--- config.mk ---
export PLATFORM = sky130hd
export DESIGN_NAME = ex_issue_ctrl
export DESIGN_NICKNAME = d
export VERILOG_FILES = /design/src/rtl/ex_issue_ctrl.sv
export SDC_FILE = /design/constraint.sdc
export NUM_CORES = 1
export LEC_CHECK = 0
export BUFFER_PORTS_ARGS = -buffer_cell sky130_fd_sc_hd__buf_2
export CAP_MARGIN = 10
export CORE_MARGIN = 2
export CORE_UTILIZATION = 39
export DETAILED_ROUTE_END_ITERATION = 10
export PLACE_DENSITY = 0.65
export SLEW_MARGIN = 20
export SYNTH_ARGS = -nofsm -noshare
export SYNTH_HDL_FRONTEND = slang
export SYNTH_SLANG_ARGS = --single-unit
--- constraint.sdc ---
create_clock -name clk -period 4.6 [get_ports clk]
set_input_delay 0.23 -clock clk [delete_from_list [all_inputs] [get_ports clk]]
set_output_delay 0.23 -clock clk [all_outputs]
set_load 0.01 [all_outputs]
--- src/rtl/ex_issue_ctrl.sv ---
// ex_issue_ctrl
//   Issue controller between the decode and execute stages of the RV32I pipeline.
//   Decoded instructions enter through a valid/ready handshake into a 2-entry FIFO.
//   The FIFO head drives the ALU inputs directly. One bubble is inserted when the
//   instruction about to issue reads the destination of a load issued in the
//   previous cycle. A flush kills all queued work for one cycle. Bubble and flush
//   events are counted with saturating counters.
//
// Ports
//   clk, rst_n                  clock (rising edge), asynchronous active-low reset
//   id_valid / id_ready         decode handshake
//   id_payload, id_rd, id_rs1,  decoded instruction bundle and register fields
//   id_rs2, id_use_rs1,
//   id_use_rs2, id_is_load
//   ex_valid / ex_ready         execute handshake
//   ex_payload, ex_rd,          issued instruction (FIFO head)
//   ex_is_load
//   flush                       branch redirect: discard everything queued
//   bubble_cnt, flush_cnt       saturating event counters
module ex_issue_ctrl #(
    parameter int unsigned PAYLOAD_W = 64,
    parameter int unsigned CNT_W     = 16
) (
    input  logic                 clk,
    input  logic                 rst_n,
    input  logic                 id_valid,
    output logic                 id_ready,
    input  logic [PAYLOAD_W-1:0] id_payload,
    input  logic [4:0]           id_rd,
    input  logic [4:0]           id_rs1,
    input  logic [4:0]           id_rs2,
    input  logic                 id_use_rs1,
    input  logic                 id_use_rs2,
    input  logic                 id_is_load,
    output logic                 ex_valid,
    input  logic                 ex_ready,
    output logic [PAYLOAD_W-1:0] ex_payload,
    output logic [4:0]           ex_rd,
    output logic                 ex_is_load,
    input  logic                 flush,
    output logic [CNT_W-1:0]     bubble_cnt,
    output logic [CNT_W-1:0]     flush_cnt
);

    typedef struct packed {
        logic [PAYLOAD_W-1:0] payload;
        logic [4:0]           rd;
        logic [4:0]           rs1;
        logic [4:0]           rs2;
        logic                 use_rs1;
        logic                 use_rs2;
        logic                 is_load;
    } entry_t;

    // The load-use bubble is the hazard cycle itself (see ex_valid), so the
    // registered FSM only needs to distinguish normal issue from the kill cycle.
    typedef enum logic [0:0] {
        StRun,
        StFlush
    } state_e;

    state_e            state_q, state_d;
    entry_t            mem_q [2];
    logic              rd_ptr_q, wr_ptr_q;
    logic [1:0]        count_q, count_d;
    logic [4:0]        load_rd_q;
    logic              load_vld_q;
    logic [CNT_W-1:0]  bubble_cnt_q, bubble_cnt_d;
    logic [CNT_W-1:0]  flush_cnt_q, flush_cnt_d;

    entry_t            id_entry;
    entry_t            head;
    logic              run;
    logic              cand_vld;
    logic [4:0]        cand_rs1, cand_rs2;
    logic              cand_use_rs1, cand_use_rs2;
    logic              hazard;
    logic              bubble;
    logic              push, pop;
    logic              pop_load;

    always_comb begin
        id_entry         = '0;
        id_entry.payload = id_payload;
        id_entry.rd      = id_rd;
        id_entry.rs1     = id_rs1;
        id_entry.rs2     = id_rs2;
        id_entry.use_rs1 = id_use_rs1;
        id_entry.use_rs2 = id_use_rs2;
        id_entry.is_load = id_is_load;
    end

    assign head = mem_q[rd_ptr_q];
    assign run  = (state_q == StRun);

    // The instruction that would issue next: queue head, or the one on the
    // decode port when the queue is empty (it would flow straight through).
    always_comb begin
        cand_vld     = 1'b0;
        cand_rs1     = '0;
        cand_rs2     = '0;
        cand_use_rs1 = 1'b0;
        cand_use_rs2 = 1'b0;
        if (count_q != 2'd0) begin
            cand_vld     = 1'b1;
            cand_rs1     = head.rs1;
            cand_rs2     = head.rs2;
            cand_use_rs1 = head.use_rs1;
            cand_use_rs2 = head.use_rs2;
        end else begin
            cand_vld     = id_valid;
            cand_rs1     = id_rs1;
            cand_rs2     = id_rs2;
            cand_use_rs1 = id_use_rs1;
            cand_use_rs2 = id_use_rs2;
        end
    end

    always_comb begin
        hazard = 1'b0;
        if (cand_vld && load_vld_q) begin
            hazard = (cand_use_rs1 && (cand_rs1 != 5'd0) && (cand_rs1 == load_rd_q)) ||
                     (cand_use_rs2 && (cand_rs2 != 5'd0) && (cand_rs2 == load_rd_q));
        end
    end

    // Flush outranks the hazard: a bubble is only charged when no kill happens.
    assign bubble   = run && hazard && !flush;

    assign ex_valid = (count_q != 2'd0) && run && !hazard;
    // rst_n gates id_ready so decode never sees ready while reset is held.
    assign id_ready = rst_n && (count_q != 2'd2) && run && !flush && !hazard;

    assign push     = id_valid && id_ready;
    assign pop      = ex_valid && ex_ready;
    assign pop_load = pop && head.is_load && (head.rd != 5'd0);

    assign ex_payload = head.payload;
    assign ex_rd      = head.rd;
    assign ex_is_load = head.is_load;

    always_comb begin
        count_d = count_q;
        if (flush) begin
            count_d = 2'd0;
        end else begin
            case ({push, pop})
                2'b10:   count_d = count_q + 2'd1;
                2'b01:   count_d = count_q - 2'd1;
                default: count_d = count_q;
            endcase
        end
    end

    always_comb begin
        state_d = state_q;
        case (state_q)
            StRun:   state_d = flush ? StFlush : StRun;
            StFlush: state_d = flush ? StFlush : StRun;
            default: state_d = StRun;
        endcase
    end

    always_comb begin
        bubble_cnt_d = bubble_cnt_q;
        flush_cnt_d  = flush_cnt_q;
        if (bubble && (bubble_cnt_q != '1)) begin
            bubble_cnt_d = bubble_cnt_q + CNT_W'(1);
        end
        if (flush && (flush_cnt_q != '1)) begin
            flush_cnt_d = flush_cnt_q + CNT_W'(1);
        end
    end

    always_ff @(posedge clk or negedge rst_n) begin
        if (!rst_n) begin
            state_q      <= StRun;
            rd_ptr_q     <= 1'b0;
            wr_ptr_q     <= 1'b0;
            count_q      <= 2'd0;
            load_rd_q    <= 5'd0;
            load_vld_q   <= 1'b0;
            bubble_cnt_q <= '0;
            flush_cnt_q  <= '0;
            for (int i = 0; i < 2; i++) begin
                mem_q[i] <= '0;
            end
        end else begin
            state_q      <= state_d;
            count_q      <= count_d;
            bubble_cnt_q <= bubble_cnt_d;
            flush_cnt_q  <= flush_cnt_d;
            // load_vld is a one-cycle pulse after a load with rd!=0 issues.
            load_vld_q   <= pop_load && !flush;
            if (pop_load) begin
                load_rd_q <= head.rd;
            end
            if (flush) begin
                rd_ptr_q <= 1'b0;
                wr_ptr_q <= 1'b0;
            end else begin
                if (push) begin
                    mem_q[wr_ptr_q] <= id_entry;
                    wr_ptr_q        <= ~wr_ptr_q;
                end
                if (pop) begin
                    rd_ptr_q <= ~rd_ptr_q;
                end
            end
        end
    end

    assign bubble_cnt = bubble_cnt_q;
    assign flush_cnt  = flush_cnt_q;

endmodule

Yosys cells after proc, flatten, opt, wreduce, memory -nomap -nowiden. Cells that the tools add are included.

RAM bits: 0. Memories: 0. Word-level logic and storage cells: 93. Input port bits: 87. Output and inout bits: 104. Register bits: 207. Bits in latches: 0. ROM bits: 0.

Reductions and logical operators: 32. Multiplexer cells: 19. Divide/modulo/power cells: 0. Equality and inequality tests: 7. Add/subtract/negate cells: 4. $mul: 0. Order comparisons: 3. Bitwise operators: 6. Shifts and indexed selects: 0.

Operator list (number): $mux W82 (4); $bwmux W164 (1); $demux W82 S1 (1); $add A16 B1 Y16 const B (2); $ne A16 B16 Y1 const B (2); $logic_and A1 B1 Y1 (21); $reduce_bool A5 Y1 (3); $eq A5 B5 Y1 (2); $mux W5 (2); $mux W1 (9); $reduce_bool A2 Y1 (3); $ge A2 B2 Y1 const B (2); $not A1 Y1 (4); $not A1 Y2 (2); $pmux W2 S2 (1); $reduce_bool A3 Y1 (1); $add A2 B1 Y2 const B (1); $eq A2 B1 Y1 const B (1); $eq A2 B2 Y1 const B (1); $logic_not A1 Y1 (2); $lt A2 B1 Y1 const B (1); $mux W2 (1); $ne A2 B2 Y1 const B (1); $reduce_and A2 Y1 (1); other kinds (2) (2).

Longest topological paths before layout.
Depth after elaboration: 16. Mapped depth: 13. Gate-level depth less buffers: 7.

Least setup slack after synthesis. No wires, ideal clock.

Path type: register -> register. From: register count_q[0]. To: register mem_q[0] in the netlist's numbering. Arrival time: 2.580 ns. Data required time: 4.475 ns. Stages on the path, launching flop included: 13. Period minus slack after synthesis: 2.705 ns. Path buffers: 5. Setup slack: 1.895 ns. Library setup time: 0.125 ns. Cell sequence: dfrtp_1 > buf_6 > or2_1 > buf_6 > mux2_4 > a311oi_2 > nand4_1 > o32ai_2 > buf_4 > nor3_2 > buf_12 > buf_12 > mux2_4.

Longest elaborated chain between the ends: 11. Elaborated cells on any way between the ends: 25. Classes of those cells: 3 x eq/ne; 6 x mux; 16 x reduce/logical.

RTL lines: start: declaration (RTL line 65) `logic [1:0] count_q, count_d;`; start signal: assignment (RTL line 190) `count_q <= count_d;`; $reduce_bool A2 Y1 (RTL line 104) `if (count_q != 2'd0) begin`; $mux W5 (RTL line 104); $reduce_bool A5 Y1, on equally long branches (RTL line 122, 123); $logic_and A1 B1 Y1, on equally long branches (2 in series) (RTL line 122, 123); $logic_or A1 B1 Y1 (RTL line 122) `hazard = (cand_use_rs1 && (cand_rs1 != 5'd0) && (cand_rs1 == load_rd_q)) ||`; $mux W1 (RTL line 121) `if (cand_vld && load_vld_q) begin`; $logic_not A1 Y1 (RTL line 132) `assign id_ready = rst_n && (count_q != 2'd2) && run && !flush && !hazard;`; $logic_and A1 B1 Y1 (*) (RTL line 132); $logic_and A1 B1 Y1 (*) (RTL line 134) `assign push = id_valid && id_ready;`; $reduce_and A2 Y1 (no line) (*); end signal: indexed assignment (RTL line 203) `mem_q[wr_ptr_q] <= id_entry;`; end: declaration (RTL line 63) `entry_t mem_q [2];`.

Mark *: on every way between the ends. The rest lies on a longest branch, timed or not. A chain may end at the register's enable or synchronous reset.

Worst setup path after layout.
From: register rd_ptr_q. To: output id_ready.

Longest elaborated chain between the ends: 12. Elaborated cells on any way between the ends: 20. Classes of those cells: 2 x eq/ne; 8 x mux; 1 x bitwise; 9 x reduce/logical.

RTL lines: start: declaration (RTL line 64) `logic rd_ptr_q, wr_ptr_q;`; start signal: assignment (RTL line 207) `rd_ptr_q <= ~rd_ptr_q;`; $not A1 Y2 (implied by the code) (*) (RTL line 93) `assign head = mem_q[rd_ptr_q];`; $mux W82 (implied by the code) (*) (3 in series) (RTL line 93); $mux W5 (RTL line 104); $reduce_bool A5 Y1, on equally long branches (RTL line 122, 123); $logic_and A1 B1 Y1, on equally long branches (2 in series) (RTL line 122, 123); $logic_or A1 B1 Y1 (*) (RTL line 122); $mux W1 (*) (RTL line 121); $logic_not A1 Y1 (*) (RTL line 132); $logic_and A1 B1 Y1 (*) (RTL line 132); end: declaration (RTL line 27) `output logic id_ready,`.

Mark *: on every way between the ends. The rest lies on a longest branch, timed or not. The select of a mux whose other input is x is not followed.

==> results.md <==
- Final setup viols: 0
- DR vias/cell: 4.87
- Maximum vdd drop: between 0.2 and 0.3 mV
- Crit path to: id_ready
- Worst Reg-to-Reg Cells: 9
- Root Buffer Master: clkbuf_16
- Total of max-cap violations: 0
- HP Class: primary input to flop
- TritonRoute pass-1 iters: 5
- Die H: 163 um
- Vias in the first global route: between 6000 and 7000
- Synth Cell Area: around 10000 sq um
- Fill cells: between 2000 and 2500
- Pins Over Slew Limit: 0
- Clock sinks: just over 200
- Remaining antenna violation count after routing: 0
- Hold_ws: between 0.03 and 0.04 ns
- Fraction of registers with async set/reset: 1.00
- Residual DRC count: 0
- Slowest-stage cell, CP: dfrtp_4
- Nature of the critical path startpoint: flop
- Final Hold Fails: 0
- Number of flops mapped to enable cells by yosys: 0
- CTS tree: yes
- FMAX: 274 MHz
- Buffers inserted by post-CTS timing repair: 0
- Status: completed
- H-tree levels: 1
- Clock buffer depth: 3
- Initial DRC count: about 340
- HPWL Detailed: roughly 14000 um
- Vias: between 6000 and 7000
- Tmin final: 3.65 ns
- Site Rows: 58
- Worst relative slew slack: 0.427
- First-pass GRT wire length: approximately 35000 um
- Arrival time worst endpoint: roughly 3.4 ns
- Port-buffer cells: 190
- Gpl congestion: between 0.8 and 0.9
- Ordered cell list for the critical path: mux2i_1 -> nand2_1 -> a2111oi_0 -> nor3_1 -> o32ai_2 -> buf_4 -> nor2_1 -> buf_2
- DIE WIDTH: 163 um
- Final period util: 0.793
- Syn Area/Cell: around 14 sq um
- Clk_lat worst skew: approximately 0.52 ns
- Cell Pwr Density: 409 nW/um^2
- Largest stage delay, worst path: 0.95 ns
- Io pins: 191
- Die area: ~27000 sq um
- WP data required: roughly 4.4 ns
- Core footprint: 25000 sq um
- Worst-path fanout max: 57
- Reg2reg setup slack: 1.04 ns
- Reg clk slew, reported paths: about 0.06 ns
- Post-Synthesis Cells: 693
- Fin Clk Skew: 0.0151 ns
- #FFs+latches synth: just over 200
- Critical path class: flop to output port
- Worst-margin pin slew: roughly 0.86 ns
- Primary FF master, synth: dfrtp_1
- Proportion of layout cells with a drive suffix above 1: 0.506
- Starting density of the core: 0.396
- TritonCTS buffer count: 25
- Remaining Overflow, GRT: 0
- Antenna violations before repair: 3
- Synth Net Count: approximately 800
- Final net count: about 1000
- DR WL/cell: 16.6 um
- RSZ-0062 raised after global routing: no
- Reg2Reg Capture Point: mem_q[112]
- Distinct cells, synth: 46
- GRT Total Usage: 0.161
- Layout Area Growth over Synthesis: 27.9%
- Pin count of the biggest net entering global routing: 83
- R2r startpoint: rd_ptr_q
- Tot Pwr: just over 0.005 W
- Setup TNS Final: 0 ns
- YS warnings: 0
- CP endpoint kind: output port
- Post-Route WL: around 22000 um
- Worst Setup SP: rd_ptr_q
- Register area share after synthesis: 0.523
- Leak: ~5.9 nW
metrics by stage:
| stage | area (sq um) | setup slack, ns | cells | utilization |
|---|---|---|---|---|
| after floorplan | 9910 | 1.89 | 693 | - |
| after CTS | 12600 | 0.905 | 1303 | 0.505 |
| after detailed placement | 11000 | 1.02 | 1181 | 0.441 |
| after global routing | 12700 | 0.711 | 1304 | 0.506 |
| final | 12700 | 0.954 | 1306 | 0.506 |
| after global placement | 11000 | 1.09 | 1181 | 0.441 |
state kept, by name, indices dropped and copies added, names as in the netlist:
name / cells
bubble_cnt: 16
count_q: 2
flush_cnt: 16
load_rd_q: 5
load_vld_q: 1
mem_q: 164
rd_ptr_q: 1
state_q: 1
wr_ptr_q: 1
synthesized netlist by cell type (8+ instances only):
cell,instances,area (sq um)
dfrtp_1,207,5180
mux2_2,164,1850
mux2_4,81,1220
xnor2_1,31,272
and3_1,18,113
nand4_1,17,106
nand2_1,16,60.1
buf_2,13,65.1
nand3_1,12,60.1
mux2i_1,11,110
nor2_1,11,41.3
nor3_1,10,50.1
buf_12,9,180
clkbuf_1,9,33.8
a21oi_1,8,40.0
o21ai_0,8,40.0
critical path: cells and delay by family, from the launching register on:
| family | cells | cell delay [ns] |
|---|---|---|
| AO/OA/AOI/OAI | 2 | 0.76 |
| flip-flops | 1 | 0.95 |
| AND/OR/NAND/NOR | 3 | 0.32 |
| multiplexers | 1 | 0.31 |
| buffers and inverters | 2 | 0.50 |
repair_timing:
| action | in CTS | in global routing |
|---|---|---|
| gates resized for setup | 0 | 0 |
| hold buffers | 78 | 0 |
| hold endpoints to repair | 222 | 0 |
layer usage:
metal	routed length, um	GRT usage	vias to the layer above
met5	13	0	-
met3	1290	0.0376	23
met4	283	0.0386	2
met1	10200	0.223	3146
li1	-	-	3030
met2	9850	0.258	157
power breakdown:
| group | leakage (nW) | total (W) | switching (W) | internal, W |
|---|---|---|---|---|
| Clock | 0.409 | 0.00193 | 0.000755 | 0.00117 |
| Sequential | 2.69 | 0.00226 | 0.000168 | 0.00209 |
| Combinational | 2.78 | 0.00100 | 0.000420 | 0.000581 |
logic make-up after synthesis:
kind of cell | after synthesis | synth area share
mux | 256 | 0.320
flops | 207 | 0.523
simple gates | 109 | 0.0610
buf+inv | 46 | 0.0357
xor+xnor | 38 | 0.0336
compound gates | 35 | 0.0246
fa+ha+maj | 2 | 0.00252
layout make-up:
| class | instances | area [sq um] | share of cell area |
|---|---|---|---|
| antenna | 2 | 5.00 | 0.000395 |
| clock inverter | 13 | 128 | 0.0101 |
| clock buffer | 31 | 688 | 0.0543 |
| timing repair buffer | 278 | 1850 | 0.146 |
| tap | 330 | 413 | 0.0326 |
| inverter | 5 | 18.8 | 0.00148 |
| sequential | 207 | 5180 | 0.409 |
| multi-input combinational | 440 | 4390 | 0.346 |
worst min-delay path by stage:
stage	from	end	slack [ns]	cells after the start
final	id_rs1[3]	mem_q[11]	0.03	2
after CTS	id_rs1[3]	mem_q[11]	0.009	2
after floorplan	rst_n	bubble_cnt[0]	-0.07	0
after global placement	rst_n	mem_q[30]	0.28	1
after global routing	id_rs2[2]	mem_q[5]	0.02	2
after detailed placement	rst_n	mem_q[112]	0.29	1
cell usage in the layout (no fill, tap or decap), types with 4 or more instances in the layout:
cell / n
a21oi_1: 8
and3_1: 18
buf_2: 189
buf_4: 8
clkbuf_16: 25
clkbuf_8: 5
clkinv_2: 8
dfrtp_1: 206
dlygate4sd3_1: 78
inv_1: 5
mux2_2: 164
mux2_4: 81
mux2i_1: 11
nand2_1: 16
nand2b_1: 4
nand3_1: 12
nand4_1: 17
nor2_1: 11
nor3_1: 9
nor4_1: 5
o21ai_0: 8
or3_1: 4
or4_1: 4
xnor2_1: 31
xor2_1: 7
No activity file was read; power rests on OpenSTA's default activity.
